### src/rtl/uart_inst_loader_pkg.sv
`default_nettype none
// +------------------------------------------------------------------+
// | uart_inst_loader_pkg                                             |
// | Shared sequencer widths, loader state encoding and gap default.  |
// | Revision: 1.0                                                    |
// +------------------------------------------------------------------+
package uart_inst_loader_pkg;

  localparam int seq_in_width        = 8;
  localparam int LDR_GAP_CYC_DEFAULT = 4;

  typedef enum logic [1:0] {
    LDR_IDLE = 2'd0,
    LDR_GAP  = 2'd1,
    LDR_WAIT = 2'd2
  } ldr_state_e;

endpackage
`default_nettype wire

### src/rtl/uart_inst_loader_if.sv
`default_nettype none
// +------------------------------------------------------------------+
// | uart_inst_loader_if                                              |
// | UART-rx / sequencer-side signal bundle of the instruction loader.|
// | Revision: 1.0                                                    |
// +------------------------------------------------------------------+
interface uart_inst_loader_if
  import uart_inst_loader_pkg::*;
#(
  parameter int IN_W  = seq_in_width,
  parameter int DEPTH = 8
);
  logic [7:0]             i_rx_data;
  logic                   i_rx_valid;
  logic                   i_tx_busy;
  logic                   i_hold;
  logic [IN_W-1:0]        o_inst;
  logic                   o_inst_valid;
  logic [$clog2(DEPTH):0] o_fifo_count;
  logic                   o_overflow;

  modport master (
    output i_rx_data, i_rx_valid, i_tx_busy, i_hold,
    input  o_inst, o_inst_valid, o_fifo_count, o_overflow
  );

  modport slave (
    input  i_rx_data, i_rx_valid, i_tx_busy, i_hold,
    output o_inst, o_inst_valid, o_fifo_count, o_overflow
  );
endinterface
`default_nettype wire

### src/rtl/uart_inst_loader_rx_inst_fifo.sv
`default_nettype none
// +------------------------------------------------------------------+
// | rx_inst_fifo                                                     |
// | Synchronous FIFO with occupancy count, push-on-pop when full and |
// | a drop strobe for rejected writes.                               |
// | Revision: 1.0                                                    |
// +------------------------------------------------------------------+
module rx_inst_fifo #(
  parameter int W     = 8,
  parameter int DEPTH = 8
) (
  input  wire logic                   clk,
  input  wire logic                   rst,
  input  wire logic                   push_i,
  input  wire logic [W-1:0]           data_i,
  input  wire logic                   pop_i,
  output logic      [W-1:0]           data_o,
  output logic      [$clog2(DEPTH):0] count_o,
  output logic                        drop_o
);
  localparam int c_AW = $clog2(DEPTH);
  localparam int c_CW = c_AW + 1;

  logic [W-1:0]      mem_q [DEPTH];
  logic [c_AW-1:0]   wr_ptr_q, rd_ptr_q;
  logic [c_CW-1:0]   count_q, count_d;
  logic              w_full, w_pop, w_push;

  assign w_full = (count_q == c_CW'(DEPTH));
  assign w_pop  = pop_i && (count_q != '0);
  // A full FIFO still takes a byte when the head leaves in the same cycle.
  assign w_push = push_i && (!w_full || w_pop);

  assign data_o  = mem_q[rd_ptr_q];
  assign count_o = count_q;
  assign drop_o  = push_i && !w_push;

  always_comb begin
    count_d = count_q;
    if (w_push && !w_pop) begin
      count_d = count_q + c_CW'(1);
    end else if (w_pop && !w_push) begin
      count_d = count_q - c_CW'(1);
    end
  end

  always_ff @(posedge clk) begin
    if (w_push) begin
      mem_q[wr_ptr_q] <= data_i;
    end
  end

  always_ff @(posedge clk or posedge rst) begin
    if (rst) begin
      wr_ptr_q <= '0;
      rd_ptr_q <= '0;
      count_q  <= '0;
    end else begin
      if (w_push) wr_ptr_q <= wr_ptr_q + c_AW'(1);
      if (w_pop)  rd_ptr_q <= rd_ptr_q + c_AW'(1);
      count_q <= count_d;
    end
  end
endmodule
`default_nettype wire

### src/rtl/uart_inst_loader.sv
`default_nettype none
// +------------------------------------------------------------------+
// | uart_inst_loader                                                 |
// | Buffers UART rx bytes and issues them as paced instruction pulses|
// | Revision: 1.0                                                    |
// +------------------------------------------------------------------+
module uart_inst_loader
  import uart_inst_loader_pkg::*;
#(
  parameter int IN_W    = seq_in_width,
  parameter int DEPTH   = 8,
  parameter int GAP_CYC = LDR_GAP_CYC_DEFAULT
) (
  input wire logic         clk,
  input wire logic         rst,
  uart_inst_loader_if.slave bus
);
  localparam int c_GAP_W = (GAP_CYC > 1) ? $clog2(GAP_CYC) : 1;
  localparam logic [c_GAP_W-1:0] c_GAP_INIT = c_GAP_W'(GAP_CYC - 1);

  ldr_state_e             state_q, state_d;
  logic [c_GAP_W-1:0]     gap_q, gap_d;
  logic [IN_W-1:0]        inst_q, inst_d;
  logic                   inst_valid_q, inst_valid_d;
  logic                   overflow_q;
  logic                   w_pop, w_drop;
  logic [IN_W-1:0]        w_head;
  logic [$clog2(DEPTH):0] w_count;

  rx_inst_fifo #(
    .W     (IN_W),
    .DEPTH (DEPTH)
  ) u_fifo (
    .clk     (clk),
    .rst     (rst),
    .push_i  (bus.i_rx_valid),
    .data_i  (bus.i_rx_data[IN_W-1:0]),
    .pop_i   (w_pop),
    .data_o  (w_head),
    .count_o (w_count),
    .drop_o  (w_drop)
  );

  always_comb begin
    state_d      = state_q;
    gap_d        = gap_q;
    inst_d       = inst_q;
    inst_valid_d = 1'b0;
    w_pop        = 1'b0;
    unique case (state_q)
      LDR_IDLE: begin
        if ((w_count != '0) && !bus.i_hold && !bus.i_tx_busy) begin
          w_pop        = 1'b1;
          inst_d       = w_head;
          inst_valid_d = 1'b1;
          gap_d        = c_GAP_INIT;
          state_d      = LDR_GAP;
        end
      end
      LDR_GAP: begin
        if (gap_q == '0) begin
          state_d = LDR_WAIT;
        end else begin
          gap_d = gap_q - c_GAP_W'(1);
        end
      end
      LDR_WAIT: begin
        // Gives the sequencer's transmit time to start before we look at busy.
        if (!bus.i_tx_busy) state_d = LDR_IDLE;
      end
      default: state_d = LDR_IDLE;
    endcase
  end

  always_ff @(posedge clk or posedge rst) begin
    if (rst) begin
      state_q      <= LDR_IDLE;
      gap_q        <= '0;
      inst_q       <= '0;
      inst_valid_q <= 1'b0;
      overflow_q   <= 1'b0;
    end else begin
      state_q      <= state_d;
      gap_q        <= gap_d;
      inst_q       <= inst_d;
      inst_valid_q <= inst_valid_d;
      if (w_drop) overflow_q <= 1'b1;
    end
  end

  assign bus.o_inst       = inst_q;
  assign bus.o_inst_valid = inst_valid_q;
  assign bus.o_fifo_count = w_count;
  assign bus.o_overflow   = overflow_q;
endmodule
`default_nettype wire
### src/flat_wrapper.sv
// flat-port wrapper written by rule: the top's interface ports become plain ports
module uart_inst_loader_flat import uart_inst_loader_pkg::*;
#(
  parameter int IN_W    = seq_in_width,
  parameter int DEPTH   = 8,
  parameter int GAP_CYC = LDR_GAP_CYC_DEFAULT
)
  (clk, rst, bus_i_rx_data, bus_i_rx_valid, bus_i_tx_busy, bus_i_hold, bus_o_inst, bus_o_inst_valid, bus_o_fifo_count, bus_o_overflow);
  uart_inst_loader_if #(.IN_W(IN_W), .DEPTH(DEPTH)) bus_i ();
  input wire logic clk;
  input wire logic rst;
  input wire logic [$bits(bus_i.i_rx_data)-1:0] bus_i_rx_data;
  input wire logic [$bits(bus_i.i_rx_valid)-1:0] bus_i_rx_valid;
  input wire logic [$bits(bus_i.i_tx_busy)-1:0] bus_i_tx_busy;
  input wire logic [$bits(bus_i.i_hold)-1:0] bus_i_hold;
  output wire logic [$bits(bus_i.o_inst)-1:0] bus_o_inst;
  output wire logic [$bits(bus_i.o_inst_valid)-1:0] bus_o_inst_valid;
  output wire logic [$bits(bus_i.o_fifo_count)-1:0] bus_o_fifo_count;
  output wire logic [$bits(bus_i.o_overflow)-1:0] bus_o_overflow;
  assign bus_i.i_rx_data = bus_i_rx_data;
  assign bus_i.i_rx_valid = bus_i_rx_valid;
  assign bus_i.i_tx_busy = bus_i_tx_busy;
  assign bus_i.i_hold = bus_i_hold;
  assign bus_o_inst = bus_i.o_inst;
  assign bus_o_inst_valid = bus_i.o_inst_valid;
  assign bus_o_fifo_count = bus_i.o_fifo_count;
  assign bus_o_overflow = bus_i.o_overflow;
  uart_inst_loader #(.IN_W(IN_W), .DEPTH(DEPTH), .GAP_CYC(GAP_CYC)) u_core (.clk(clk), .rst(rst), .bus(bus_i));
endmodule
### config.mk
export PLATFORM = sky130hd
export DESIGN_NAME = uart_inst_loader_flat
export DESIGN_NICKNAME = d
export VERILOG_FILES = /design/src/rtl/uart_inst_loader_pkg.sv /design/src/rtl/uart_inst_loader_if.sv /design/src/rtl/uart_inst_loader_rx_inst_fifo.sv /design/src/rtl/uart_inst_loader.sv /design/src/flat_wrapper.sv
export SDC_FILE = /design/constraint.sdc
export NUM_CORES = 1
export LEC_CHECK = 0
export CAP_MARGIN = 20
export CORE_ASPECT_RATIO = 0.8
export CORE_MARGIN = 3
export CORE_UTILIZATION = 65
export CTS_CLUSTER_DIAMETER = 150
export DETAILED_ROUTE_END_ITERATION = 6
export DONT_BUFFER_PORTS = 1
export GPL_TIMING_DRIVEN = 1
export PLACE_DENSITY_LB_ADDON = 0.3
export SETUP_SLACK_MARGIN = 0.3
export SLEW_MARGIN = 25
export SYNTH_ARGS = -nofsm -noshare
export SYNTH_HDL_FRONTEND = slang
export SYNTH_SLANG_ARGS = --single-unit
### constraint.sdc
create_clock -name clk -period 6.16 [get_ports clk]
set_input_delay 0.924 -clock clk [delete_from_list [all_inputs] [get_ports clk]]
set_output_delay 0.924 -clock clk [all_outputs]
set_load 0.02 [all_outputs]
==> results by group <==
Setup path
  • RR Startpoint: u_core.state_q[0]
  • Critical path origin: bus_i_tx_busy
  • Crit path largest cell delay: roughly 0.54 ns
  • CP Data Arrival Time: approximately 3.9 ns
  • Worst-path maximum fanout: 24
  • Critical Path Slowest Stage Cell: a21oi_4
  • Crit end category: register
  • Critical path required time: 6.40 ns
  • Crit start category: input pin
  • Crit Path Class: in -> reg
  • Critical path cell sequence: or4_4, a21oi_4, inv_1, ha_1, inv_1, ha_1, a21o_1, a2111oi_0, a31oi_1, a221o_1

Detailed routing
  • Initial DRC Count: around 200
  • Via/cell ratio: 6.35
  • Vias after detailed routing: ~1,700
  • DRT Pass-1 Iters: 4
  • Post-DR wirelength/cell: 21.9 µm
  • Routed wire length: about 6.0 mm
  • Post-route ant nets: 0
  • # DRC: 0

GRT
  • Largest net degree at the start of global routing: 25
  • Initial antenna violation count: 0
  • Vias in the first global route: 1,911
  • GRT Util Overall: 22.4%
  • First-pass GRT wire length: between 9 and 10 mm
  • GRT overflow: 0

Hold path
  • Hold Crit Class: reg -> reg
  • Hold path startpoint: u_core.gap_q[0]

Clocking
  • # Post-CTS Setup Buffers: 0
  • Htree depth: 3
  • Post-CTS Hold Buffers: 0
  • CTS tree: yes
  • Clk sink count: just under 90
  • Clock Path Buffers: 2
  • Clock root cell: clkbuf_8
  • Clk_lat worst skew: 0.35 ns
  • Num CTS Buffers: 9
  • Post-cts gate resize count: 0
  • Clock-pin slew on the worst setup and hold paths: 0.09 ns

Final layout
  • Diode count: 0
  • Syn-to-layout area delta: 8.21%
  • FILL cells: 297
  • Nets: between 200 and 250
  • Finished Layout Cells: between 200 and 300
  • Core Util, Final: about three quarters
  • Area of the multi-input gates: ~940 µm²
  • Share of layout cells above drive strength 1: between 20% and 30%
  • Post-route cell area: 0.00383 mm²
  • Storage cell area: approximately 0.0025 mm²

Die
  • DIE AREA: roughly 0.0064 mm²
  • Starting Density: roughly 69%
  • Ports: 27
  • Die Span Y: 72.0 µm
  • Core Region: approximately 0.0051 mm²
  • Die Wd: approximately 88 µm
  • # rows: 23

Timing
  • Hold Vio Cnt, Final: 0
  • Relative slew slack: roughly 35%
  • Fmax achieved: between 200 and 300 MHz
  • Setup_tns: 0 ns
  • Unrepaired setup endpoints after global routing: false
  • Max Clock Skew: 0.00816 ns
  • Worst-Margin Slew: 0.966 ns
  • Period utilisation layout: approximately three fifths
  • WHS: about 0.48 ns
  • Final-report max-slew violation count: 0
  • Final worst slack: 2.52 ns
  • Number of setup violations in the final report: 0
  • Final Critical Period: around 3.6 ns

Yosys
  • Gate Count Post-Synth: between 200 and 250
  • YS warnings: 0
  • Share of the synthesized area in the top cell type: a little over half
  • Post-synth EDFFs: 64
  • Mapped Area: between 0.003 and 0.004 mm²
  • Fraction of registers with async set/reset: 27.3%
  • Top FF cell, synth: edfxtp_1
  • Leading area contributor after synthesis: edfxtp_1
  • Post-synthesis register bit count: approximately 90
  • Register area share after synthesis: a little under three quarters
  • Syn Nets: about 220
  • Synth top cells by count: edfxtp_1, dfrtp_1, mux4_2
  • Cell variety after synth: 37
  • Count leader, synth: edfxtp_1
  • Largest cells by area after synthesis: edfxtp_1, dfrtp_1, mux4_2
  • Syn avg cell area: 17.6 µm²

Power
  • Power per cell area: 492 mW/mm²
  • LEAKAGE: ~1.4 nW
  • Max VDD drop: slightly below 0.0003 V
  • Pwr Total: between 1.5 and 2 mW

Placement
  • Cell count after placement: ~260
  • Placed instance area: between 0.003 and 0.004 mm²
  • Number of I/O port buffers: 0
  • RD Place Congestion: 0.804
  • DP Wirelength: between 3 and 4 mm
  • Place WS: 2.19 ns

Flow run
  • Maxcap violations: 0

Run status
  • Status: complete, no violations
==> flip-flops by register name, summed over array words and instances (netlist names) <==
signal / flops
u_core.u_fifo.rd_ptr_q: 3
u_core.bus.o_overflow: 1
u_core.gap_q: 2
u_core.bus.o_inst: 8
u_core.u_fifo.mem_q: 64
u_core.u_fifo.wr_ptr_q: 3
u_core.state_q: 2
u_core.bus.o_inst_valid: 1
u_core.u_fifo.count_o: 4
==> routing by layer <==
layer / share of wire, % / up-vias / global-route usage [%]
li1: - / 786 / -
met1: 40 / 888 / 30.4
met2: 52 / 63 / 35.3
met3: 6.7 / 8 / 7.38
met4: 1.1 / 0 / 7.05
met5: 0 / - / 0
==> power breakdown <==
part           switching [mW]  internal (mW)
Clock                   0.198          0.233
Combinational           0.212          0.248
Sequential              0.213          0.778
==> final timing paths <==
path,endpoint,slack (ns),depth (start not counted)
setup / recovery,u_core.u_fifo.count_o[3],2.52,10
hold reg to reg,u_core.gap_q[0],0.48,1
max in group asynchronous,u_core.u_fifo.rd_ptr_q[1],4.87,1
min in group asynchronous,u_core.bus.o_inst_valid,0.66,1
hold / removal,u_core.gap_q[0],0.48,1
setup reg to reg,u_core.u_fifo.count_o[3],2.60,10
==> placed cells by master, fill, tap and decap left out, types with 7 or more instances in the layout <==
cell,synthesis,final
nor2_1,13,13
inv_1,7,7
a21oi_1,12,12
clkbuf_8,0,9
edfxtp_1,64,64
mux2i_1,8,8
mux4_2,16,16
dfrtp_1,24,23
nor3_1,8,8
==> cells by family (layout without fill, tap and decap cells) <==
kind of cell	count (synthesis)	in the layout	synth area share (%)
AOI/OAI and AO/OA	20	20	3.65
xor gates and xnor gates	6	6	1.49
adders and majority gates	7	7	2.69
buffers and inverters	15	27	2.02
DFF	88	88	71.3
muxes	27	27	13.4
and+or+nand+nor	38	38	5.41
==> area by class of cell <==
type	count	area share, %
Sequential cell	88	66.0
Timing Repair Buffer	4	0.785
Clock inverter	7	2.68
Tap cell	62	2.03
Inverter	7	0.687
Multi-Input combinational cell	98	24.6
Clock buffer	9	3.24
==> worst max-delay path: cells and delay by family <==
kind | cells | cell delay [ns]
AND/OR/NAND/NOR | 1 | 0.51
AO/OA/AOI/OAI | 5 | 1.67
buffers and inverters | 2 | 0.26
adder cells (fa/ha/maj) | 2 | 0.50
(Power assumes the default switching activity.)
